$ cat src/rtl/count_watch.sv
// Watches an upstream counter for wrap, threshold match and stall conditions,
// queueing each detected event in a small show-ahead FIFO with sticky overflow.
module count_watch #(
  parameter int WIDTH       = 8,
  parameter int DEPTH       = 4,
  parameter int STALL_LIMIT = 16
) (
  input  logic             clk,
  input  logic             rst,
  input  logic [WIDTH-1:0] count_in,
  input  logic             count_en,
  input  logic [WIDTH-1:0] thresh,
  output logic             evt_valid,
  input  logic             evt_ready,
  output logic [1:0]       evt_code,
  output logic [WIDTH-1:0] evt_value,
  output logic             overflow,
  input  logic             clr_overflow
);

  localparam int PTR_W = $clog2(DEPTH);
  localparam int CNT_W = PTR_W + 1;
  localparam int ENT_W = WIDTH + 2;
  localparam logic [7:0]       LIMIT = 8'(STALL_LIMIT);
  localparam logic [CNT_W-1:0] FULL  = CNT_W'(DEPTH);

  localparam logic [1:0] CODE_NONE  = 2'b00;
  localparam logic [1:0] CODE_WRAP  = 2'b01;
  localparam logic [1:0] CODE_MATCH = 2'b10;
  localparam logic [1:0] CODE_STALL = 2'b11;

  logic [WIDTH-1:0] prev_q, prev_d;
  logic             primed_q, primed_d;
  logic [7:0]       stall_q, stall_d;
  logic             overflow_q, overflow_d;
  logic [PTR_W-1:0] wr_ptr_q, wr_ptr_d;
  logic [PTR_W-1:0] rd_ptr_q, rd_ptr_d;
  logic [CNT_W-1:0] cnt_q, cnt_d;
  logic [ENT_W-1:0] mem_q [DEPTH];
  logic [ENT_W-1:0] mem_d [DEPTH];

  logic             changed;
  logic             wrap_hit, match_hit, stall_hit;
  logic             push, pop, full, push_ok, drop;
  logic [1:0]       push_code;
  logic [ENT_W-1:0] head;

  always_comb begin
    prev_d   = count_in;
    primed_d = 1'b1;
    changed  = (count_in != prev_q);

    if (count_en && !changed) begin
      stall_d = (stall_q == LIMIT) ? LIMIT : stall_q + 8'd1;
    end else begin
      stall_d = 8'd0;
    end

    // STALL only on the transition into the limit, so a held stall fires once
    wrap_hit  = primed_q && (prev_q == {WIDTH{1'b1}}) && (count_in == '0);
    match_hit = primed_q && (count_in == thresh) && changed;
    stall_hit = primed_q && (stall_q != LIMIT) && (stall_d == LIMIT);

    push_code = CODE_NONE;
    if (wrap_hit) begin
      push_code = CODE_WRAP;
    end else if (match_hit) begin
      push_code = CODE_MATCH;
    end else if (stall_hit) begin
      push_code = CODE_STALL;
    end
    push = (push_code != CODE_NONE);

    pop     = (cnt_q != '0) && evt_ready;
    full    = (cnt_q == FULL);
    push_ok = push && (!full || pop);
    drop    = push && full && !pop;

    mem_d = mem_q;
    if (push_ok) begin
      mem_d[wr_ptr_q] = {push_code, count_in};
    end

    wr_ptr_d = push_ok ? wr_ptr_q + PTR_W'(1) : wr_ptr_q;
    rd_ptr_d = pop ? rd_ptr_q + PTR_W'(1) : rd_ptr_q;

    case ({push_ok, pop})
      2'b10:   cnt_d = cnt_q + CNT_W'(1);
      2'b01:   cnt_d = cnt_q - CNT_W'(1);
      default: cnt_d = cnt_q;
    endcase

    // a drop in the same cycle as a clear keeps the flag set
    if (drop) begin
      overflow_d = 1'b1;
    end else if (clr_overflow) begin
      overflow_d = 1'b0;
    end else begin
      overflow_d = overflow_q;
    end
  end

  always_ff @(posedge clk) begin
    if (rst) begin
      prev_q     <= '0;
      primed_q   <= 1'b0;
      stall_q    <= 8'd0;
      overflow_q <= 1'b0;
      wr_ptr_q   <= '0;
      rd_ptr_q   <= '0;
      cnt_q      <= '0;
    end else begin
      prev_q     <= prev_d;
      primed_q   <= primed_d;
      stall_q    <= stall_d;
      overflow_q <= overflow_d;
      wr_ptr_q   <= wr_ptr_d;
      rd_ptr_q   <= rd_ptr_d;
      cnt_q      <= cnt_d;
    end
  end

  // storage needs no reset; outputs are masked while the FIFO is empty
  always_ff @(posedge clk) begin
    mem_q <= mem_d;
  end

  assign head      = mem_q[rd_ptr_q];
  assign evt_valid = (cnt_q != '0);
  assign evt_code  = evt_valid ? head[ENT_W-1:WIDTH] : CODE_NONE;
  assign evt_value = evt_valid ? head[WIDTH-1:0] : '0;
  assign overflow  = overflow_q;

endmodule

$ cat config.mk
export PLATFORM = sky130hd
export DESIGN_NAME = count_watch
export DESIGN_NICKNAME = d
export VERILOG_FILES = /design/src/rtl/count_watch.sv
export SDC_FILE = /design/constraint.sdc
export NUM_CORES = 1
export LEC_CHECK = 0
export CORE_UTILIZATION = 45
export CTS_CLUSTER_SIZE = 10
export DETAILED_ROUTE_END_ITERATION = 16
export PLACE_DENSITY = 0.66
export SETUP_SLACK_MARGIN = 0.3
export SYNTH_ARGS = -nofsm -noshare
export SYNTH_HDL_FRONTEND = slang
export SYNTH_SLANG_ARGS = --single-unit
$ cat constraint.sdc
create_clock -name clk -period 3.48 [get_ports clk]
set_clock_uncertainty 0.2 [all_clocks]
set_input_delay 0.696 -clock clk [delete_from_list [all_inputs] [get_ports clk]]
set_output_delay 0.696 -clock clk [all_outputs]
set_load 0.05 [all_outputs]
==> impl_metrics.yaml <==
clocking:
  cts_tree: "done"
  clock_tree.buffer_depth: 2
  clock_latency_ns: 0.33
  clock-sinks: 65
  cts.root.buffer_cell: "clkbuf_8"
  htree_levels: 3
  clk_pin_slew_ns: 0.07
  ctsHoldBuffers: 0
  numCtsBuffers: 9
worst_setup_path:
  worstSetupPathType: "in2reg"
  start_kind: "input port"
  slowest_delay_ns: 0.44
  cp.arrival_ns: 3.15
  required_ns: 3.54
  crit_fanout: 4
  cpMaxStageDelayCell: "or4_4"
  end_kind: "register"
  crit_chain: "clkdlybuf4s15_1 -> xor2_2 -> nor4_4 -> nand2_2 -> or4_4 -> a31oi_4 -> inv_1 -> ha_2 -> inv_2 -> fa_2 -> xor2_1 -> or3_1 -> a21oi_1"
sta:
  min_period_over_period_pct: 88.7
  min_period_ns: 3.09
  finalSetupViolations: 0
  fmax_ghz: 0.324
  max_slew_margin_pct: 64.4
  hold_viol_final: 0
  drv_slew: 0
  rsz0062_at_grt: "yes"
  fin_tns_setup_ns: 0
  worstMarginPinSlew_ns: 0.533
worst_hold_path:
  hold_path_class: "reg2reg"
yosys:
  yosys_warnings: 0
  synth_top_family_by_area: "simple AND/OR/NAND/NOR gates"
  syn-num-nets: 237
  synthSimpleGateAreaFrac_pct: 15.9
  synthCells: 208
  async_reset_ff_share_pct: 0
  synth_top_area_share_pct: 41.6
  synth_top_area_cell: "edfxtp_1"
  synth-xor-area-share_pct: 8.18
  avgSynthCellArea_sq_um: 13.9
  synthAdderAreaFrac_pct: 3.72
  synth_compound_area_share_pct: 2.86
  ys_seq_area_share_pct: 58.9
  synthMuxAreaShare_pct: 8.66
  synth.cells.most_frequent: "edfxtp_1 (40), dfxtp_1 (25), xor2_1 (18), and2_1 (15), nor2_1 (13)"
  synth_area_sq_mm: 0.00289
  yosys.cell_types.count: 39
  synth_area_leaders: "edfxtp_1 (42%), dfxtp_1 (17%), mux4_2 (7.8%)"
  synth_seq_cells: 65
  synth_most_common_cell: "edfxtp_1"
  ys.flop_type: "edfxtp_1"
  synth_edf_count: 40
route:
  ant_nets: 0
  wl_per_cell_um: 15.1
  drt_pre_antenna_iters: 4
  vias: 1827
  drtIter0Drc: 50
  drc_errors: 0
  wl_mm: 5.51
  via_per_inst: 5.02
place:
  gp_congestion: 0.812
  dp_hpwl_mm: 3.83
  dpl.cell_count: 344
  io_buffers: 32
run:
  cap_violations: 0
global_route:
  antenna_found_initial: 0
  grt_pass1_vias: 1912
  grt_start_max_net_pins: 18
  grt_pass1_wl_mm: 8.97
  grtUsageTotal_pct: 18.8
  overflow: 0
final_layout:
  final_nets: 314
  area_delta_synth_final_pct: 34.0
  stdcell_count: 364
  utilization_pct: 63.9
  drive_above_1_share_pct: 32.9
  n_antenna_cell: 0
  fillers: 476
floorplanning:
  pin_count: 33
  die-area_sq_mm: 0.00675
  die_x_um: 82.1
  die_y_um: 82.1
  rows: 28
  start_util_pct: 47.7
  coreArea_sq_mm: 0.00606
status:
  status: "completed"
pwr:
  ir_drop_uv: 268
  leakagePower_nw: 1.46
  power.density_mw_per_mm2: 430
## layer usage
metal / GRT usage (%) / up-vias / share of wire (%)
met5: 0 / - / 0
met4: 10.4 / 0 / 2.0
met3: 3.63 / 11 / 2.2
met2: 32.2 / 26 / 51
met1: 22.1 / 885 / 45
li1: - / 905 / -
## registers in the layout, indices dropped and copies added, names as in the netlist
name / count
mem_q: 40
stall_q: 8
prev_q: 8
wr_ptr_q: 2
cnt_q: 3
overflow: 1
primed_q: 1
rd_ptr_q: 2
## timing repair
action,in CTS,in global routing
resized for setup,38,20
pin swaps,11,11
setup buffers,1,4
endpoints found under the setup margin,11,3
## logic make-up after synthesis
family / after synthesis
AND/OR/NAND/NOR: 72
buffers and inverters: 14
adder cells (fa/ha/maj): 8
XOR/XNOR: 27
multiplexers: 12
flip-flops: 65
AO/OA/AOI/OAI: 10
## worst max-delay path, delay by kind of cell
kind,cells,cell delay (ns)
AO/OA/AOI/OAI,2,0.30
buffers and inverters,3,0.36
XOR/XNOR,2,0.25
adder cells (fa/ha/maj),2,0.37
AND/OR/NAND/NOR,4,1.17
## power breakdown
group,total [mW],leakage (nW),switching [mW],internal [mW]
Clock,0.751,0.115,0.282,0.469
Combinational,0.0904,0.788,0.0426,0.0478
Sequential,0.824,0.558,0.00529,0.819
## metrics by stage
| step | hold WS (ns) | power [mW] | setup slack (ns) | area [sq um] |
|---|---|---|---|---|
| 2_1_floorplan | 0.260 | 0.874 | 0.319 | 2890 |
| 5_1_grt | 0.344 | 1.71 | 0.212 | 3870 |
| 4_1_cts | 0.276 | 1.67 | 0.273 | 3810 |
| 3_3_place_gp | 0.277 | 0.929 | -0.186 | 3550 |
| 3_5_place_dp | 0.291 | 0.930 | -0.243 | 3550 |
| 6_report | 0.301 | 1.67 | 0.394 | 3870 |
## final timing paths
| path | start | to | slack, ns | cells after the start |
|---|---|---|---|---|
| min | wr_ptr_q[1] | wr_ptr_q[1] | 0.30 | 2 |
| max reg2reg | stall_q[1] | cnt_q[2] | 0.41 | 14 |
| min reg2reg | wr_ptr_q[1] | wr_ptr_q[1] | 0.30 | 2 |
| max | count_in[5] | cnt_q[2] | 0.39 | 13 |
## final cells by class
cell class                      instances  area, sq um  share of cell area, %
Sequential cell                        65         1710                   44.1
Multi-Input combinational cell        129         1210                   31.2
Timing Repair Buffer                   70          591                   15.3
Clock buffer                            9          124                   3.20
Clock inverter                          6          108                   2.78
Tap cell                               75         93.8                   2.42
Inverter                               10         37.5                  0.969
## placed cells by master (no fill, tap or decap), types with 10 or more instances in the layout
| cell type | netlist | final |
|---|---|---|
| and2_1 | 15 | 15 |
| buf_4 | 0 | 37 |
| clkdlybuf4s50_1 | 0 | 12 |
| dfxtp_1 | 25 | 23 |
| dlygate4sd2_1 | 0 | 11 |
| edfxtp_1 | 40 | 40 |
| mux4_2 | 10 | 10 |
| nor2_1 | 13 | 12 |
| nor2b_1 | 11 | 11 |
| xor2_1 | 18 | 14 |
(Power assumes the default switching activity.)
